--- config.mk ---
export PLATFORM = sky130hd
export DESIGN_NAME = character_anim_ctrl
export DESIGN_NICKNAME = d
export VERILOG_FILES = /design/src/rtl/char_anim_pkg.sv /design/src/rtl/frame_tick_sync.sv /design/src/rtl/character_anim_ctrl.sv
export SDC_FILE = /design/constraint.sdc
export NUM_CORES = 1
export LEC_CHECK = 0
export CORE_UTILIZATION = 50
export CTS_BUF_LIST = sky130_fd_sc_hd__clkbuf_8
export CTS_CLUSTER_SIZE = 30
export DETAILED_ROUTE_END_ITERATION = 10
export PLACE_DENSITY = 0.73
export SYNTH_ARGS = -nofsm -noshare
export SYNTH_HDL_FRONTEND = slang
export SYNTH_SLANG_ARGS = --single-unit
--- constraint.sdc ---
create_clock -name Clk -period 4.6 [get_ports Clk]
set_input_delay 1.15 -clock Clk [delete_from_list [all_inputs] [get_ports Clk]]
set_output_delay 1.15 -clock Clk [all_outputs]
set_load 0.05 [all_outputs]
--- src/rtl/char_anim_pkg.sv ---
// Shared encodings for the character animation controller,
// the sprite selector and the game FSM.
package char_anim_pkg;

    typedef enum logic [7:0] {
        ST_STAND  = 8'd0,
        ST_ATTACK = 8'd1,
        ST_MOVEL  = 8'd2,
        ST_MOVER  = 8'd3,
        ST_HURT   = 8'd4,
        ST_DEFEND = 8'd5,
        ST_DIE    = 8'd6
    } char_state_e;

    localparam logic [7:0] DIE_LAST_FRAME = 8'd11;

    // Number of sprite frames stored for each state
    function automatic logic [7:0] frame_count(char_state_e s);
        case (s)
            ST_STAND:  return 8'd8;
            ST_ATTACK: return 8'd9;
            ST_MOVEL:  return 8'd5;
            ST_MOVER:  return 8'd5;
            ST_HURT:   return 8'd4;
            ST_DEFEND: return 8'd1;
            ST_DIE:    return 8'd12;
            default:   return 8'd1;
        endcase
    endfunction

endpackage

--- src/rtl/frame_tick_sync.sv ---
// Brings the asynchronous frame strobe into the Clk domain
// and turns its rising edge into a one-cycle tick.
module frame_tick_sync (
    input  logic Clk,
    input  logic Reset_n,
    input  logic frame_clk,
    output logic tick
);

    logic sync1;
    logic sync2;
    logic sync3;

    // Two-flop synchronizer plus one delay flop for edge detection
    always_ff @(posedge Clk or negedge Reset_n) begin
        if (!Reset_n) begin
            sync1 <= 1'b0;
            sync2 <= 1'b0;
            sync3 <= 1'b0;
        end else begin
            sync1 <= frame_clk;
            sync2 <= sync1;
            sync3 <= sync2;
        end
    end

    assign tick = sync2 & ~sync3;

endmodule

--- src/rtl/character_anim_ctrl.sv ---
// Character animation sequencer: picks the sprite state and
// frame index, advancing only on synchronized frame ticks.
module character_anim_ctrl
    import char_anim_pkg::*;
#(
    parameter int TICKS_PER_FRAME  = 4,
    parameter int ATTACK_HIT_FRAME = 4
) (
    input  logic       Clk,
    input  logic       Reset_n,
    input  logic       frame_clk,
    input  logic       game_active,
    input  logic       restart,
    input  logic       move_l,
    input  logic       move_r,
    input  logic       defend,
    input  logic       attack,
    input  logic       hurt_pulse,
    input  logic       die,
    output logic [7:0] char_state,
    output logic [7:0] frame_num,
    output logic       attack_hit,
    output logic       busy,
    output logic       die_done
);

    localparam logic [7:0] HOLD_LAST = 8'(TICKS_PER_FRAME - 1);
    localparam logic [7:0] HIT_FRAME = 8'(ATTACK_HIT_FRAME);

    logic tick;

    frame_tick_sync u_sync (
        .Clk       (Clk),
        .Reset_n   (Reset_n),
        .frame_clk (frame_clk),
        .tick      (tick)
    );

    char_state_e state;
    char_state_e nxt_state;
    char_state_e base_st;
    char_state_e tgt;
    logic [7:0]  frame;
    logic [7:0]  nxt_frame;
    logic [7:0]  hold;
    logic [7:0]  nxt_hold;
    logic [7:0]  last;
    logic        attack_q;
    logic        die_p;
    logic        hurt_p;
    logic        atk_p;
    logic        die_eff;
    logic        hurt_eff;
    logic        atk_eff;
    logic        nxt_die_p;
    logic        nxt_hurt_p;
    logic        nxt_atk_p;
    logic        hold_wrap;
    logic        done;
    logic        restart_anim;
    logic        nxt_hit;

    // Next-state, frame, hold and pending-flag computation
    always_comb begin
        die_eff   = die_p | die;
        hurt_eff  = hurt_p | hurt_pulse;
        atk_eff   = atk_p | (attack & ~attack_q);
        last      = frame_count(state) - 8'd1;
        hold_wrap = (hold == HOLD_LAST);
        done      = hold_wrap && (frame == last);
        base_st   = defend ? ST_DEFEND :
                    move_r ? ST_MOVER  :
                    move_l ? ST_MOVEL  : ST_STAND;
        tgt          = state;
        restart_anim = 1'b0;
        nxt_state  = state;
        nxt_frame  = frame;
        nxt_hold   = hold;
        nxt_die_p  = die_eff;
        nxt_hurt_p = hurt_eff;
        nxt_atk_p  = atk_eff;
        if (restart) begin
            nxt_state  = ST_STAND;
            nxt_frame  = 8'd0;
            nxt_hold   = 8'd0;
            nxt_die_p  = 1'b0;
            nxt_hurt_p = 1'b0;
            nxt_atk_p  = 1'b0;
        end else if (tick) begin
            nxt_die_p  = 1'b0;
            nxt_hurt_p = 1'b0;
            nxt_atk_p  = 1'b0;
            if (!game_active) begin
                nxt_state = ST_STAND;
                nxt_frame = 8'd0;
                nxt_hold  = 8'd0;
            end else if (state == ST_DIE) begin
                if (frame == last) begin
                    nxt_hold = 8'd0;
                end else if (hold_wrap) begin
                    nxt_hold  = 8'd0;
                    nxt_frame = frame + 8'd1;
                end else begin
                    nxt_hold = hold + 8'd1;
                end
            end else begin
                if (die_eff)
                    tgt = ST_DIE;
                else if (hurt_eff)
                    tgt = ST_HURT;
                else if (state == ST_ATTACK || state == ST_HURT)
                    tgt = done ? base_st : state;
                else
                    tgt = atk_eff ? ST_ATTACK : base_st;
                restart_anim = (tgt != state) ||
                               (hurt_eff && state == ST_HURT);
                nxt_state = tgt;
                if (restart_anim) begin
                    nxt_frame = 8'd0;
                    nxt_hold  = 8'd0;
                end else if (hold_wrap) begin
                    nxt_hold  = 8'd0;
                    nxt_frame = (frame == last) ? 8'd0 : frame + 8'd1;
                end else begin
                    nxt_hold = hold + 8'd1;
                end
            end
        end
        nxt_hit = tick && !restart &&
                  nxt_state == ST_ATTACK &&
                  nxt_frame == HIT_FRAME &&
                  !(state == ST_ATTACK && frame == HIT_FRAME);
    end

    // State, counters, pending flags and registered status outputs
    always_ff @(posedge Clk or negedge Reset_n) begin
        if (!Reset_n) begin
            state      <= ST_STAND;
            frame      <= 8'd0;
            hold       <= 8'd0;
            attack_q   <= 1'b0;
            die_p      <= 1'b0;
            hurt_p     <= 1'b0;
            atk_p      <= 1'b0;
            attack_hit <= 1'b0;
            busy       <= 1'b0;
            die_done   <= 1'b0;
        end else begin
            state      <= nxt_state;
            frame      <= nxt_frame;
            hold       <= nxt_hold;
            attack_q   <= attack;
            die_p      <= nxt_die_p;
            hurt_p     <= nxt_hurt_p;
            atk_p      <= nxt_atk_p;
            attack_hit <= nxt_hit;
            busy       <= (nxt_state == ST_ATTACK) ||
                          (nxt_state == ST_HURT);
            die_done   <= (nxt_state == ST_DIE) &&
                          (nxt_frame == DIE_LAST_FRAME);
        end
    end

    assign char_state = state;
    assign frame_num  = frame;

endmodule

==> flow_metrics.env <==
export IMPL_grt_setup_unrepaired="false"
export IMPL_cp_common_cell="a21o_1"
export IMPL_synthCells=260
export IMPL_tns_ps=0
export IMPL_ys_warn_count=0
export IMPL_initialDrtViolationCount=223
export IMPL_initial_core_util_pct=52.8
export IMPL_final_period_utilization_pct=88.0
export IMPL_fin_nets=304
export IMPL_dieHeight_um=70.3
export IMPL_register_area_um2=851
export IMPL_cts_htree_levels=2
export IMPL_synth_fp_nets=275
export IMPL_crit_path_max_incr_delay_ps=540
export IMPL_layout_commonest_cell="dfrtp_1"
export IMPL_coreArea_um2=4410
export IMPL_min_period_ps=4050
export IMPL_fmax_mhz=247
export IMPL_diodes=0
export IMPL_ir_worst_vdd_uv=159
export IMPL_synth_top_area_cell="dfrtp_1"
export IMPL_fin_cells=342
export IMPL_insertion_delay_ps=290
export IMPL_crit_path_start_kind="input port"
export IMPL_hold_violations=0
export IMPL_post_cts_buffers=0
export IMPL_io_buffers=29
export IMPL_synth_seq_cells=34
export IMPL_drt_vias_per_instance=6.32
export IMPL_ys_seq_area_share_pct=36.5
export IMPL_end_kind="flip-flop"
export IMPL_syn_cell_area_um2=2330
export IMPL_dp_hpwl_um=4300
export IMPL_clk_pin_slew_worst_paths_ps=70
export IMPL_final_cell_mix="dfrtp_1 (34), clkdlybuf4s50_1 (29), nand2_1 (23), nor2_1 (19), nand3_1 (14)"
export IMPL_vias=2160
export IMPL_whs_ps=354
export IMPL_place_ws_ps=292
export IMPL_area_growth_pct=18.7
export IMPL_fp_row_count=24
export IMPL_grt_max_degree=35
export IMPL_postRouteAntennaNets=0
export IMPL_root_buffer="clkbuf_8"
export IMPL_routedWlPerCell_um=17.2
export IMPL_async_flop_share_pct=100
export IMPL_drc=0
export IMPL_cap_viol_max_count=0
export IMPL_power_density_nw_per_um2=228
export IMPL_cts_tree="yes"
export IMPL_clockBufferDepth=2
export IMPL_finClkSkew_ps=6.04
export IMPL_die_area_um2=4940
export IMPL_crit_fanout=8
export IMPL_avgSynthCellArea_um2=8.97
export IMPL_timing_final_ws_setup_ps=551
export IMPL_cts_sinks=34
export IMPL_leakage_nw=1.11
export IMPL_final_layout_size_suffix_gt1_share_pct=10.0
export IMPL_critical_path_required_ps=4800
export IMPL_routabilityCongestion=0.938
export IMPL_grt_pass1_vias=2022
export IMPL_wl_um=5880
export IMPL_ios=30
export IMPL_grt_pass1_wl_um=9830
export IMPL_post_cts_resized=0
export IMPL_cp_arrival_ps=4250
export IMPL_antenna_found_initial=0
export IMPL_criticalPathCategory="in2reg"
export IMPL_grt_overflow_total=0
export IMPL_placed_cells=334
export IMPL_slowest_stage="or4_4"
export IMPL_ys_flop_type="dfrtp_1"
export IMPL_status="completed"
export IMPL_hp_class="reg2reg"
export IMPL_yosysTopAreaCellShare_pct=36.5
export IMPL_worstPathCellList="clkdlybuf4s50_1 > or3_1 > nor4_1 > o21ai_0 > a21o_1 > a31oi_2 > a211oi_1 > a21o_1 > or4_4 > nor4b_2"
export IMPL_grt_use_total_pct=25.3
export IMPL_cts_hold_buf=0
export IMPL_cts_buffers=5
export IMPL_die_w_um=70.3
export IMPL_relSlewSlack_pct=47.9
export IMPL_worst_pin_slew_ps=774
export IMPL_multi_input_area_um2=1410
export IMPL_maxSlewViolCount=0
export IMPL_synth_area_leaders="dfrtp_1 (37%), nand2_1 (3.7%), nor2_1 (3.1%)"
export IMPL_num_fill_cells=382
export IMPL_synth_edf_count=0
export IMPL_finalSetupViolations=0
export IMPL_first_pass_iters=5
export IMPL_synthDistinctLibCells=65
-- cell usage after synthesis, types with 4 or more instances --
cell / instances
dfrtp_1: 34
nand2_1: 23
nor2_1: 19
nand3_1: 14
o21ai_0: 12
clkbuf_1: 10
o21ai_1: 10
nor3_1: 8
nor4_1: 8
inv_1: 7
nor2b_1: 7
xnor2_1: 6
and2_1: 5
nand2b_1: 5
o31ai_1: 5
and3_1: 4
ha_1: 4
-- state kept, by name, summed over array words and instances (netlist names) --
name and flops:
die_p 1, u_sync.sync3 1, die_done 1, u_sync.sync2 1
busy 1, u_sync.sync1 1, frame_num 8, char_state 8
hurt_p 1, attack_hit 1, attack_q 1, hold 8
atk_p 1
-- cell families (layout without fill, tap and decap cells) --
| family | count (synthesis) | count (layout) | share of synthesized area [%] |
|---|---|---|---|
| compound gates | 73 | 73 | 24.9 |
| fa+ha+maj | 4 | 4 | 2.15 |
| flops | 34 | 34 | 36.5 |
| xor+xnor | 9 | 9 | 3.38 |
| buf+inv | 19 | 49 | 3.17 |
| mux | 4 | 4 | 1.93 |
| simple gates | 117 | 117 | 28.0 |
-- power by group --
group | leakage (nW) | switching [mW] | total (mW) | internal, mW
logic | 0.591 | 0.0571 | 0.0936 | 0.0365
clock network | 0.0524 | 0.109 | 0.227 | 0.118
registers | 0.462 | 0.00613 | 0.310 | 0.304
total | 1.11 | 0.172 | 0.631 | 0.459
-- critical path, delay by kind of cell --
family | cells | cell delay (ps)
AOI/OAI and AO/OA | 5 | 1000
and+or+nand+nor | 4 | 1570
buffers and inverters | 1 | 530
-- path summary, 6_finish.rpt --
path                                          from                       to  depth (start not counted)  slack, ps
setup / recovery                            defend     attack_hit$_DFF_PN0_                         10        550
hold reg to reg             u_sync.sync1$_DFF_PN0_   u_sync.sync2$_DFF_PN0_                          0        350
min in group asynchronous                  Reset_n  char_state[2]$_DFF_PN0_                          2       1270
setup reg to reg           char_state[4]$_DFF_PN0_     attack_hit$_DFF_PN0_                         13        560
max in group asynchronous                  Reset_n   frame_num[0]$_DFF_PN0_                          2       3030
hold / removal              u_sync.sync1$_DFF_PN0_   u_sync.sync2$_DFF_PN0_                          0        350
-- through the flow --
step,instance area [um^2],utilization (%),total power [mW]
2_1_floorplan,2330,-,0.372
3_3_place_gp,2680,60.6,0.408
3_5_place_dp,2680,60.6,0.408
4_1_cts,2770,62.7,0.633
5_1_grt,2770,62.7,0.659
6_report,2770,62.7,0.631
-- per-layer routing --
| layer | routed length (um) | up-vias | track usage (%) |
|---|---|---|---|
| met5 | 0 | - | 0 |
| met1 | 2770 | 1013 | 36.4 |
| li1 | - | 1048 | - |
| met2 | 2580 | 91 | 36.7 |
| met4 | 76 | 0 | 8.89 |
| met3 | 448 | 8 | 6.49 |
-- area by class of cell --
| type | instances | share of cell area, % |
|---|---|---|
| multi-input cells | 207 | 50.8 |
| flip-flops and latches | 34 | 30.7 |
| repair buffers | 34 | 11.8 |
| clock buffers | 6 | 2.98 |
| well taps | 52 | 2.35 |
| inverters | 7 | 0.949 |
| clock inverters | 2 | 0.316 |
Note: power is estimated with default switching activity, not from simulation.
